File: src/rtl/interrupt_controller_pkg.sv
// Shared definitions for the interrupt controller: FSM state encoding and
// the default vector-table placement.
package interrupt_controller_pkg;

    typedef enum logic {
        ICS_IDLE = 1'b0,
        ICS_REQ  = 1'b1
    } ics_state_t;

    localparam logic [15:0] DEF_VEC_BASE  = 16'h0010;
    localparam int          DEF_VEC_SHIFT = 2;

endpackage

File: src/rtl/irq_sync_edge.sv
// Single interrupt line: two-flop synchroniser followed by a delay flop so
// that a rising edge of the synchronised value can be detected.
module irq_sync_edge
    import interrupt_controller_pkg::*;
(
    input  logic CLK,
    input  logic RESET,
    input  logic IRQ,
    output logic SYNC,
    output logic RISE
);

    logic meta;
    logic stable;
    logic delayed;

    // Bring the asynchronous pin into the clock domain and keep one old copy.
    // NOTE: non-blocking assignments make each flop sample the pre-edge value
    // of the previous stage, which is what builds the pipeline.
    always_ff @(posedge CLK or posedge RESET) begin
        if (RESET) begin
            meta    <= 1'b0;
            stable  <= 1'b0;
            delayed <= 1'b0;
        end else begin
            meta    <= IRQ;
            stable  <= meta;
            delayed <= stable;
        end
    end

    assign SYNC = stable;
    assign RISE = stable & ~delayed;

endmodule

File: src/rtl/interrupt_controller.sv
// Interrupt controller: synchronises the pins, tracks pending and in-service
// levels, and runs the request/acknowledge handshake with the core.
module interrupt_controller
    import interrupt_controller_pkg::*;
#(
    parameter int               N_IRQ     = 4,
    parameter logic [N_IRQ-1:0] EDGE_MASK = 4'b0011,
    parameter logic [15:0]      VEC_BASE  = DEF_VEC_BASE,
    parameter int               VEC_SHIFT = DEF_VEC_SHIFT
) (
    input  logic             CLK,
    input  logic             RESET,
    input  logic [N_IRQ-1:0] IRQ_IN,
    input  logic             COMMIT,
    input  logic             IE,
    input  logic             INT_ACK,
    input  logic             RETI,
    input  logic             EN_WR,
    input  logic [N_IRQ-1:0] EN_DIN,
    output logic             INT_REQ,
    output logic [15:0]      VECTOR,
    output logic [N_IRQ-1:0] EN,
    output logic [N_IRQ-1:0] PENDING,
    output logic [N_IRQ-1:0] IN_SERVICE
);

    localparam int IDX_W = (N_IRQ > 1) ? $clog2(N_IRQ) : 1;

    ics_state_t       state_q, state_d;
    logic [IDX_W-1:0] idx_q;
    logic [15:0]      vector_q;
    logic [N_IRQ-1:0] pending_q, in_service_q, en_q;

    logic [N_IRQ-1:0] sync, rise;
    logic [N_IRQ-1:0] lowest_is, below_is, eligible, ack_mask;
    logic [IDX_W-1:0] cand_idx;
    logic             cand_valid;
    logic             latched_ok;
    logic             load_req;
    logic             ack_valid;

    genvar g;
    generate
        for (g = 0; g < N_IRQ; g++) begin : g_line
            irq_sync_edge u_sync (
                .CLK   (CLK),
                .RESET (RESET),
                .IRQ   (IRQ_IN[g]),
                .SYNC  (sync[g]),
                .RISE  (rise[g])
            );
        end
    endgenerate

    // Pick the highest-priority enabled pending line that can pre-empt the
    // innermost active handler.
    // NOTE: every always_comb output gets a default first so no path can
    // leave it unassigned and infer a latch.
    always_comb begin
        lowest_is  = in_service_q & (~in_service_q + N_IRQ'(1));
        below_is   = (in_service_q == '0) ? '1 : lowest_is - N_IRQ'(1);
        eligible   = pending_q & en_q & below_is;
        cand_idx   = '0;
        cand_valid = 1'b0;
        for (int i = N_IRQ - 1; i >= 0; i--) begin
            if (eligible[i]) begin
                cand_idx   = IDX_W'(i);
                cand_valid = 1'b1;
            end
        end
        latched_ok = eligible[idx_q];
    end

    // Request/acknowledge sequencing; a valid acknowledge beats withdrawal.
    always_comb begin
        state_d   = state_q;
        load_req  = 1'b0;
        ack_valid = 1'b0;
        case (state_q)
            ICS_IDLE: begin
                if (IE && cand_valid) begin
                    state_d  = ICS_REQ;
                    load_req = 1'b1;
                end
            end
            ICS_REQ: begin
                if (INT_ACK && COMMIT) begin
                    ack_valid = 1'b1;
                    state_d   = ICS_IDLE;
                end else if (!IE || !latched_ok) begin
                    state_d = ICS_IDLE;
                end
            end
            default: state_d = ICS_IDLE;
        endcase
        ack_mask = ack_valid ? (N_IRQ'(1) << idx_q) : '0;
    end

    // State register plus the request target, frozen for the whole request.
    always_ff @(posedge CLK or posedge RESET) begin
        if (RESET) begin
            state_q  <= ICS_IDLE;
            idx_q    <= '0;
            vector_q <= '0;
        end else begin
            state_q <= state_d;
            if (load_req) begin
                idx_q    <= cand_idx;
                vector_q <= VEC_BASE + (16'(cand_idx) << VEC_SHIFT);
            end
        end
    end

    // Status registers: RETI retires the innermost handler before the
    // acknowledged line is marked in service; a fresh edge wins over a clear.
    always_ff @(posedge CLK or posedge RESET) begin
        if (RESET) begin
            pending_q    <= '0;
            in_service_q <= '0;
            en_q         <= '0;
        end else begin
            pending_q    <= (EDGE_MASK & ((pending_q & ~ack_mask) | rise))
                          | (~EDGE_MASK & sync);
            in_service_q <= (RETI ? (in_service_q & ~lowest_is) : in_service_q)
                          | ack_mask;
            if (EN_WR) begin
                en_q <= EN_DIN;
            end
        end
    end

    assign INT_REQ    = (state_q == ICS_REQ);
    assign VECTOR     = vector_q;
    assign EN         = en_q;
    assign PENDING    = pending_q;
    assign IN_SERVICE = in_service_q;

endmodule

File: config.mk
export PLATFORM = sky130hd
export DESIGN_NAME = interrupt_controller
export DESIGN_NICKNAME = d
export VERILOG_FILES = /design/src/rtl/interrupt_controller_pkg.sv /design/src/rtl/irq_sync_edge.sv /design/src/rtl/interrupt_controller.sv
export SDC_FILE = /design/constraint.sdc
export NUM_CORES = 1
export LEC_CHECK = 0
export CORE_MARGIN = 2
export CORE_UTILIZATION = 39
export DETAILED_ROUTE_END_ITERATION = 10
export PLACE_DENSITY = 0.75
export SLEW_MARGIN = 10
export SYNTH_ARGS = -nofsm -noshare
export SYNTH_HDL_FRONTEND = slang
export SYNTH_HIERARCHICAL = 1
export SYNTH_SLANG_ARGS = --single-unit
File: constraint.sdc
create_clock -name CLK -period 1.5 [get_ports CLK]
set_clock_uncertainty 0.15 [all_clocks]
set_input_delay 0.3 -clock CLK [delete_from_list [all_inputs] [get_ports CLK]]
set_output_delay 0.3 -clock CLK [all_outputs]
set_load 0.05 [all_outputs]
* After elaboration in Yosys (flattened, before gate mapping)
Index checks and enable logic that the tools add are counted.
W data, S select, Z words.
** Cells by class
- $add $sub $neg :: 3
- $mul :: 0
- Divide/modulo/power cells :: 0
- Order comparisons :: 1
- Eq/ne operators :: 0
- Shifts and indexed selects :: 1
- Mux-type cells :: 20
- Bitwise logic cells :: 16
- Reductions and logical operators :: 6
** Operators by type and width (count)
- $and A4 B4 Y4 :: 4
- $mux W4 :: 3
- $mux W1 :: 11
- $mux W2 :: 4
- $not A4 Y4 :: 2
- $add A5 B4 Y6 const A :: 1
- $add A4 B1 Y4 const B :: 1
- $logic_not A4 Y1 :: 1
- $or A2 B4 Y4 :: 1
- $or A4 B4 Y4 :: 1
- $shl A1 B2 Y4 const A :: 1
- $sub A4 B1 Y4 const B :: 1
- $lt A2 B3 Y1 const B :: 1
- $not A1 Y1 :: 3
- $and A1 B1 Y1 :: 2
- $and A2 B2 Y2 :: 1
- $bmux W1 S2 :: 1
- $logic_and A1 B1 Y1 :: 2
- $logic_not A1 Y1 :: 2
- $not A2 Y2 :: 1
- $or A2 B2 Y2 :: 1
- $pmux W1 S2 :: 1
- $logic_or A1 B1 Y1 :: 1
** Word-level totals
- Register bits after elaboration :: 41
- Bits in latches :: 0
- Bits in writable memories :: 0
- ROM bits :: 0
- Input port bits :: 15
- Logic and storage cells :: 63
- Memories kept :: 0

* Depth between registers and ports, before layout
Gate-level depths: netlist of the first run.
- Depth in word-level cells :: 13
- Mapped depth :: 4
- Gate-level depth less buffers :: 4

* By module
Netlist of the first run, hierarchy kept.
** Modules (own cells, without submodules)
- interrupt_controller :: times used 1, cells each 76, area each 805.8 um^2, seq. area each 400.4 um^2
- irq_sync_edge :: times used 4, cells each 5, area each 92.6 um^2, seq. area each 75.1 um^2

* Least setup slack after synthesis of the first run
No wires, ideal clock.
- Path type :: register to register
- Start point :: reg in_service_q[0] (netlist: IN_SERVICE[0])
- End point :: reg idx_q[0]
- Arrival time :: 1.427 ns
- Slack :: -0.206 ns
- Stages on the path, launching flop included :: 5
- Clock period less this slack :: 1.706 ns
- Cell sequence :: dfrtp_1 -> or3_4 -> a21oi_4 -> a31oi_2 -> mux2i_1
** On the way
- Longest elaborated chain between the ends :: 13
- Elaborated cells between the ends (all ways) :: 18
** RTL lines
- start: declaration :: RTL line interrupt_controller.sv:32 : logic [N_IRQ-1:0] pending_q, in_service_q, en_q;
- start signal: assignment :: RTL line interrupt_controller.sv:124 : in_service_q <= (RETI ? (in_service_q & ~lowest_is) : in_service_q)
- $not A4 Y4 :: RTL line interrupt_controller.sv:60 : lowest_is = in_service_q & (~in_service_q + N_IRQ'(1));
- $add A4 B1 Y4 :: RTL line interrupt_controller.sv:60
- $and A4 B4 Y4 :: RTL line interrupt_controller.sv:60
- $sub A4 B1 Y4 :: RTL line interrupt_controller.sv:61 : below_is = (in_service_q == '0) ? '1 : lowest_is - N_IRQ'(1);
- $mux W4 * :: RTL line interrupt_controller.sv:61
- $and A4 B4 Y4 * :: RTL line interrupt_controller.sv:62 : eligible = pending_q & en_q & below_is;
- $mux W1 (4 in a row) :: RTL line interrupt_controller.sv:66 : if (eligible[i]) begin
- $logic_and A1 B1 Y1 :: RTL line interrupt_controller.sv:81 : if (IE && cand_valid) begin
- $mux W1 :: RTL line interrupt_controller.sv:81
- $mux W1 :: RTL line interrupt_controller.sv:79 : case (state_q)
- end signal: assignment :: RTL line interrupt_controller.sv:108 : idx_q <= cand_idx;
- end: declaration :: RTL line interrupt_controller.sv:30 : logic [IDX_W-1:0] idx_q;
Every way passes the cells marked *; elsewhere a longest branch is shown, timed or not.
A chain may end at the register's enable or synchronous reset.

* Worst setup path in the final report of the first run
- Start point :: reg in_service_q[2] (netlist: IN_SERVICE[2])
- End point :: reg idx_q[0]
Same word-level chain as after synthesis.

==> run summary, run 1 <==
Outcome -> finished with violations
Failing checks -> negative setup slack
RSZ-0062 raised after global routing -> true
Clk slew on worst S/H paths -> 0.14 ns
Antenna Diode Count -> 0
Largest net degree at the start of global routing -> 17
Max-slew violations -> 0
Final Hold Vio Count -> 0
Clk buf depth -> 2
CP Launch Type -> flip-flop
Critical path data required time -> 1.57 ns
Max Freq -> 647 MHz
Boundary Pins -> 44
Setup crit end kind -> flip-flop
Core area -> 2710 µm²
Starting density of the core -> 0.405
Setup crit end -> idx_q[0]
Mapped Area -> 1100 µm²
Area growth syn-to-layout -> 55.5%
Fin Hold WS -> 0.0765 ns
Non-filler instance count after layout -> 166
Total negative slack -> -0.0986 ns
Total detailed-routing wirelength -> 2.27 mm
Clock Sinks -> 26
Hold Crit Class -> input pin to asynchronous set/reset pin
Placed insts -> 160
Power Total -> 2.56 mW
TritonCTS clock tree -> built
Crit path from -> IN_SERVICE[2]
Most common cell after layout, fill and taps aside -> dfrtp_1
Via count -> 787
Leak Pwr -> 0.779 nW
Initial antenna violation count -> 0
Maximum VDD drop -> 0.00103 V
R2r worst-path depth -> 4
Row cnt -> 19
Residual DRC count -> 0
PortBufs -> 30
Detailed Place HPWL -> 1.76 mm
Pwr/cell area -> 1500 nW/µm²
CTS HTree Levels -> 1
Reg-to-Reg End -> idx_q[0]
Reg-to-reg slack, setup -> -0.04 ns
Die Ht -> 57.1 µm
Final-report setup violation count -> 4
Routed Antenna Nets -> 0
Syn avg cell area -> 11.9 µm²
Cells after Synth -> 92
Share of cells above drive strength 1 -> 0.333
Die W -> 57.1 µm
Root Buffer -> clkbuf_4
DR WL/cell -> 13.7 µm
Grt total ovfl -> 0
Global Route Usage Sum -> 0.152
Minimum clock period -> 1.54 ns
Synthesis Warnings -> 6
Clk_lat worst skew -> 0.32 ns
Total of max-cap violations -> 0
Die area -> 3260 µm²
Number of global-route vias before repair -> 809
Worst Setup Slack, final -> -0.0445 ns
Final nets -> 151
Critical Path Fanout Max -> 5
Global-route wire length before repair -> 3.76 mm
Crit Path Class -> flip-flop to flip-flop
Critical Path AT -> 1.62 ns
Drt first pass iters -> 4
Final Cycle Share -> 1.03
Critical R2R Launch -> IN_SERVICE[2]
Final core occ -> 0.630
Most frequent cells in the layout -> dfrtp_1, buf_12, clkdlybuf4s50_1, conb_1, inv_1
TritonCTS Buffers -> 3
Iter 0 DRT Violations -> 9
Placer Congestion -> 0.862
Vias per Instance -> 4.74
worst min-delay path by stage:
stage and end:
2_1_floorplan g_line[2].u_sync/SYNC, 3_3_place_gp g_line[2].u_sync/SYNC, 3_5_place_dp g_line[2].u_sync/SYNC, 5_1_grt g_line[3].u_sync/meta, 4_1_cts g_line[3].u_sync/meta, 6_report g_line[3].u_sync/meta
per-stage QoR:
step | instance area [µm²] | worst slack (ns)
floorplan | 1160 | -0.0993
global route | 1710 | -0.101
finish | 1710 | -0.0445
detailed placement | 1620 | -0.158
CTS | 1680 | -0.0456
global placement | 1620 | -0.131
critical path, stage by stage, from the launching register on:
cell	delay, ns
dfrtp_2	0.44
or3_4	0.43
a21oi_4	0.18
a31oi_4	0.12
mux2i_1	0.13
state kept, by name, indices dropped and copies added, names as in the netlist:
name                   count
IN_SERVICE                 4
g_line.u_sync/delayed      2
EN                         4
INT_REQ                    1
g_line.u_sync/meta         4
PENDING                    4
g_line.u_sync/SYNC         4
idx_q                      1
VECTOR                     2
layout make-up:
cell class,count,area (µm²)
Clock buffer,3,22.5
Clock inverter,1,30.0
Fill cell,234,1000
Inverter,9,33.8
Multi-Input combinational cell,56,377
Sequential cell,26,656
Tap cell,31,38.8
Timing Repair Buffer,40,551
where the power goes:
part	switching (mW)	internal, mW
Sequential	0.140	0.798
Combinational	0.618	0.536
Clock	0.202	0.270
timing repair:
| item | CTS | global route |
|---|---|---|
| pin swaps | 0 | 2 |
| endpoints found under the setup margin | 5 | 10 |
| setup buffers | 0 | 2 |
| resized for setup | 2 | 3 |
| hold buffers | 0 | 0 |
metal layers:
layer | vias up | track usage | part of all wire
met5 | - | 0 | 0
met4 | 0 | 0.0299 | 0.0062
met3 | 2 | 0.0544 | 0.061
met2 | 26 | 0.296 | 0.58
met1 | 393 | 0.156 | 0.35
li1 | 366 | - | -
Power figures use the tool's default switching activity.
==> run 2, diff against run 1 <==
==> constraint.sdc (replaced) <==
create_clock -name CLK -period 1.3 [get_ports CLK]
set_clock_uncertainty 0.15 [all_clocks]
set_input_delay 0.26 -clock CLK [delete_from_list [all_inputs] [get_ports CLK]]
set_output_delay 0.26 -clock CLK [all_outputs]
set_load 0.05 [all_outputs]
==> run 2 against run 1 <==
Compared with the run above:
- the run still ends with negative setup slack left
- wire length grew 7.4%
- first-iteration DRC count grew 56%
- sequential power grew 9.8%
- register-to-register slack lost 0.22 ns
- sequential share of layout area shrank 4.0 points
- cell count grew 10%
- fmax shrank 1.5%
- cell area grew 12%
- hold slack lost 0.044 ns
- die area is the same
- total power grew 26%
- highest routed layer is now met3
- non-clock buffer count grew 17
==> run summary, run 2 (same netlist as run 1, synthesis figures left out) <==
Outcome -> finished with violations
Failing checks -> negative setup slack
Fill cells -> 195
Row cnt -> 19
GRT busiest layer -> met2
Final-report setup violation count -> 21
Most frequent cells in the layout -> dfrtp_1, buf_12, clkdlybuf4s50_1, buf_6, conb_1
Detailed Place HPWL -> 1.82 mm
Clk_lat worst skew -> 0.31 ns
Pwr/cell area -> 1690 nW/µm²
Final Hold Vio Count -> 0
PortBufs -> 30
TritonCTS clock tree -> built
Die Ht -> 57.1 µm
Core area -> 2710 µm²
RSZ-0062 raised after global routing -> true
Max Freq -> 638 MHz
Area growth syn-to-layout -> 73.8%
Boundary Pins -> 44
Total of max-cap violations -> 0
Drt first pass iters -> 4
Iter 0 DRT Violations -> 14
Maximum VDD drop -> 0.00162 V
Clock Sinks -> 26
Global-route wire length before repair -> 3.87 mm
Clk buf depth -> 2
Global Route Usage Sum -> 0.156
R2r worst-path depth -> 4
TritonCTS Buffers -> 3
Post-Place Setup Slack -> -0.295 ns
Final Cycle Share -> 1.21
Vias per Instance -> 4.78
Number of global-route vias before repair -> 883
Cell area after layout -> 1910 µm²
CTS HTree Levels -> 1
Die area -> 3260 µm²
Die W -> 57.1 µm
Initial antenna violation count -> 0
Root Buffer -> clkbuf_4
Grt total ovfl -> 0
Total detailed-routing wirelength -> 2.44 mm
Antenna Diode Count -> 0
Final nets -> 168
Leak Pwr -> 0.877 nW
Critical path data required time -> 1.40 ns
Minimum clock period -> 1.57 ns
Share of cells above drive strength 1 -> 0.441
CP Launch Type -> flip-flop
Routed Antenna Nets -> 0
Setup crit end kind -> flip-flop
Final core occ -> 0.705
Critical Path AT -> 1.67 ns
GR Layer Usage met3 -> 0.0499
Largest net degree at the start of global routing -> 17
Placer Congestion -> 0.854
DR WL/cell -> 13.3 µm
Max-slew violations -> 0
Via count -> 874
Critical Path Fanout Max -> 5
Met1 Usage GRT -> 0.174
Worst Setup Slack, final -> -0.268 ns
Starting density of the core -> 0.405
Hold Crit Class -> input pin to asynchronous set/reset pin
Power Total -> 3.23 mW
Placement Cell Area -> 1700 µm²
Residual DRC count -> 0
Clk slew on worst S/H paths -> 0.13 ns
Total negative slack -> -2.51 ns
Hold buffer count at cts -> 0
Crit Path Class -> flip-flop to flip-flop
M2 GR Usage -> 0.292
Most common cell after layout, fill and taps aside -> dfrtp_1
[run 2: worst paths after layout]
check	startpoint	to	slack, ns
min reg2reg	g_line[1].u_sync/meta	g_line[1].u_sync/SYNC	0.21
max reg2reg	IN_SERVICE[2]	idx_q[0]	-0.27
max	IN_SERVICE[2]	idx_q[0]	-0.27
min	RESET	g_line[3].u_sync/SYNC	0.03
min in group CLK	g_line[1].u_sync/meta	g_line[1].u_sync/SYNC	0.21
max in group asynchronous	RESET	IN_SERVICE[0]	0.68
[run 2: per-stage QoR]
stage,hold WS (ns),cells
2_1_floorplan,-0.149,104
3_3_place_gp,0.183,168
3_5_place_dp,0.187,168
4_1_cts,0.0221,180
5_1_grt,0.0131,183
6_report,0.0327,183
[run 2: per-layer routing]
layer / up-vias / part of all wire
met3: 0 / 0.054
met5: - / 0
li1: 411 / -
met2: 31 / 0.59
met1: 432 / 0.35
met4: 0 / 0
[run 2: critical path, cell delays in order (launching register included)]
cell	delay [ns]
dfrtp_2	0.44
or3_4	0.43
o21ai_0	0.23
nand3_1	0.12
mux2i_1	0.13
[run 2: power breakdown]
part	switching, mW	total (mW)	leakage, nW	internal [mW]
clock network	0.226	0.538	0.0279	0.312
logic	0.852	1.66	0.550	0.811
registers	0.103	1.03	0.300	0.924
total	1.18	3.23	0.877	2.05
[run 2: final cells by class]
class                      instances  area (µm²)  share of cell area
multi-input combinational         56         397               0.208
timing repair buffer              57         728               0.381
sequential                        26         657               0.344
tap                               31        38.8              0.0203
clock inverter                     1        30.0              0.0157
inverter                           9        36.3              0.0190
clock buffer                       3        22.5              0.0118
[run 2: timing repair]
| action | CTS | global route |
|---|---|---|
| setup endpoints to repair | 21 | 24 |
| gates resized for setup | 13 | 8 |
| buffers inserted | 8 | 3 |
| pin swaps | 1 | 7 |
==> run 3, diff against run 2 <==
--- a/config.mk
+++ b/config.mk
@@ -5,6 +5,7 @@
 export SDC_FILE = /design/constraint.sdc
 export NUM_CORES = 1
 export LEC_CHECK = 0
+export CAP_MARGIN = 20
 export CORE_MARGIN = 2
 export CORE_UTILIZATION = 39
 export DETAILED_ROUTE_END_ITERATION = 10
==> results of run 3 <==
Final layout, timing and power as in run 2 (identical DEF).
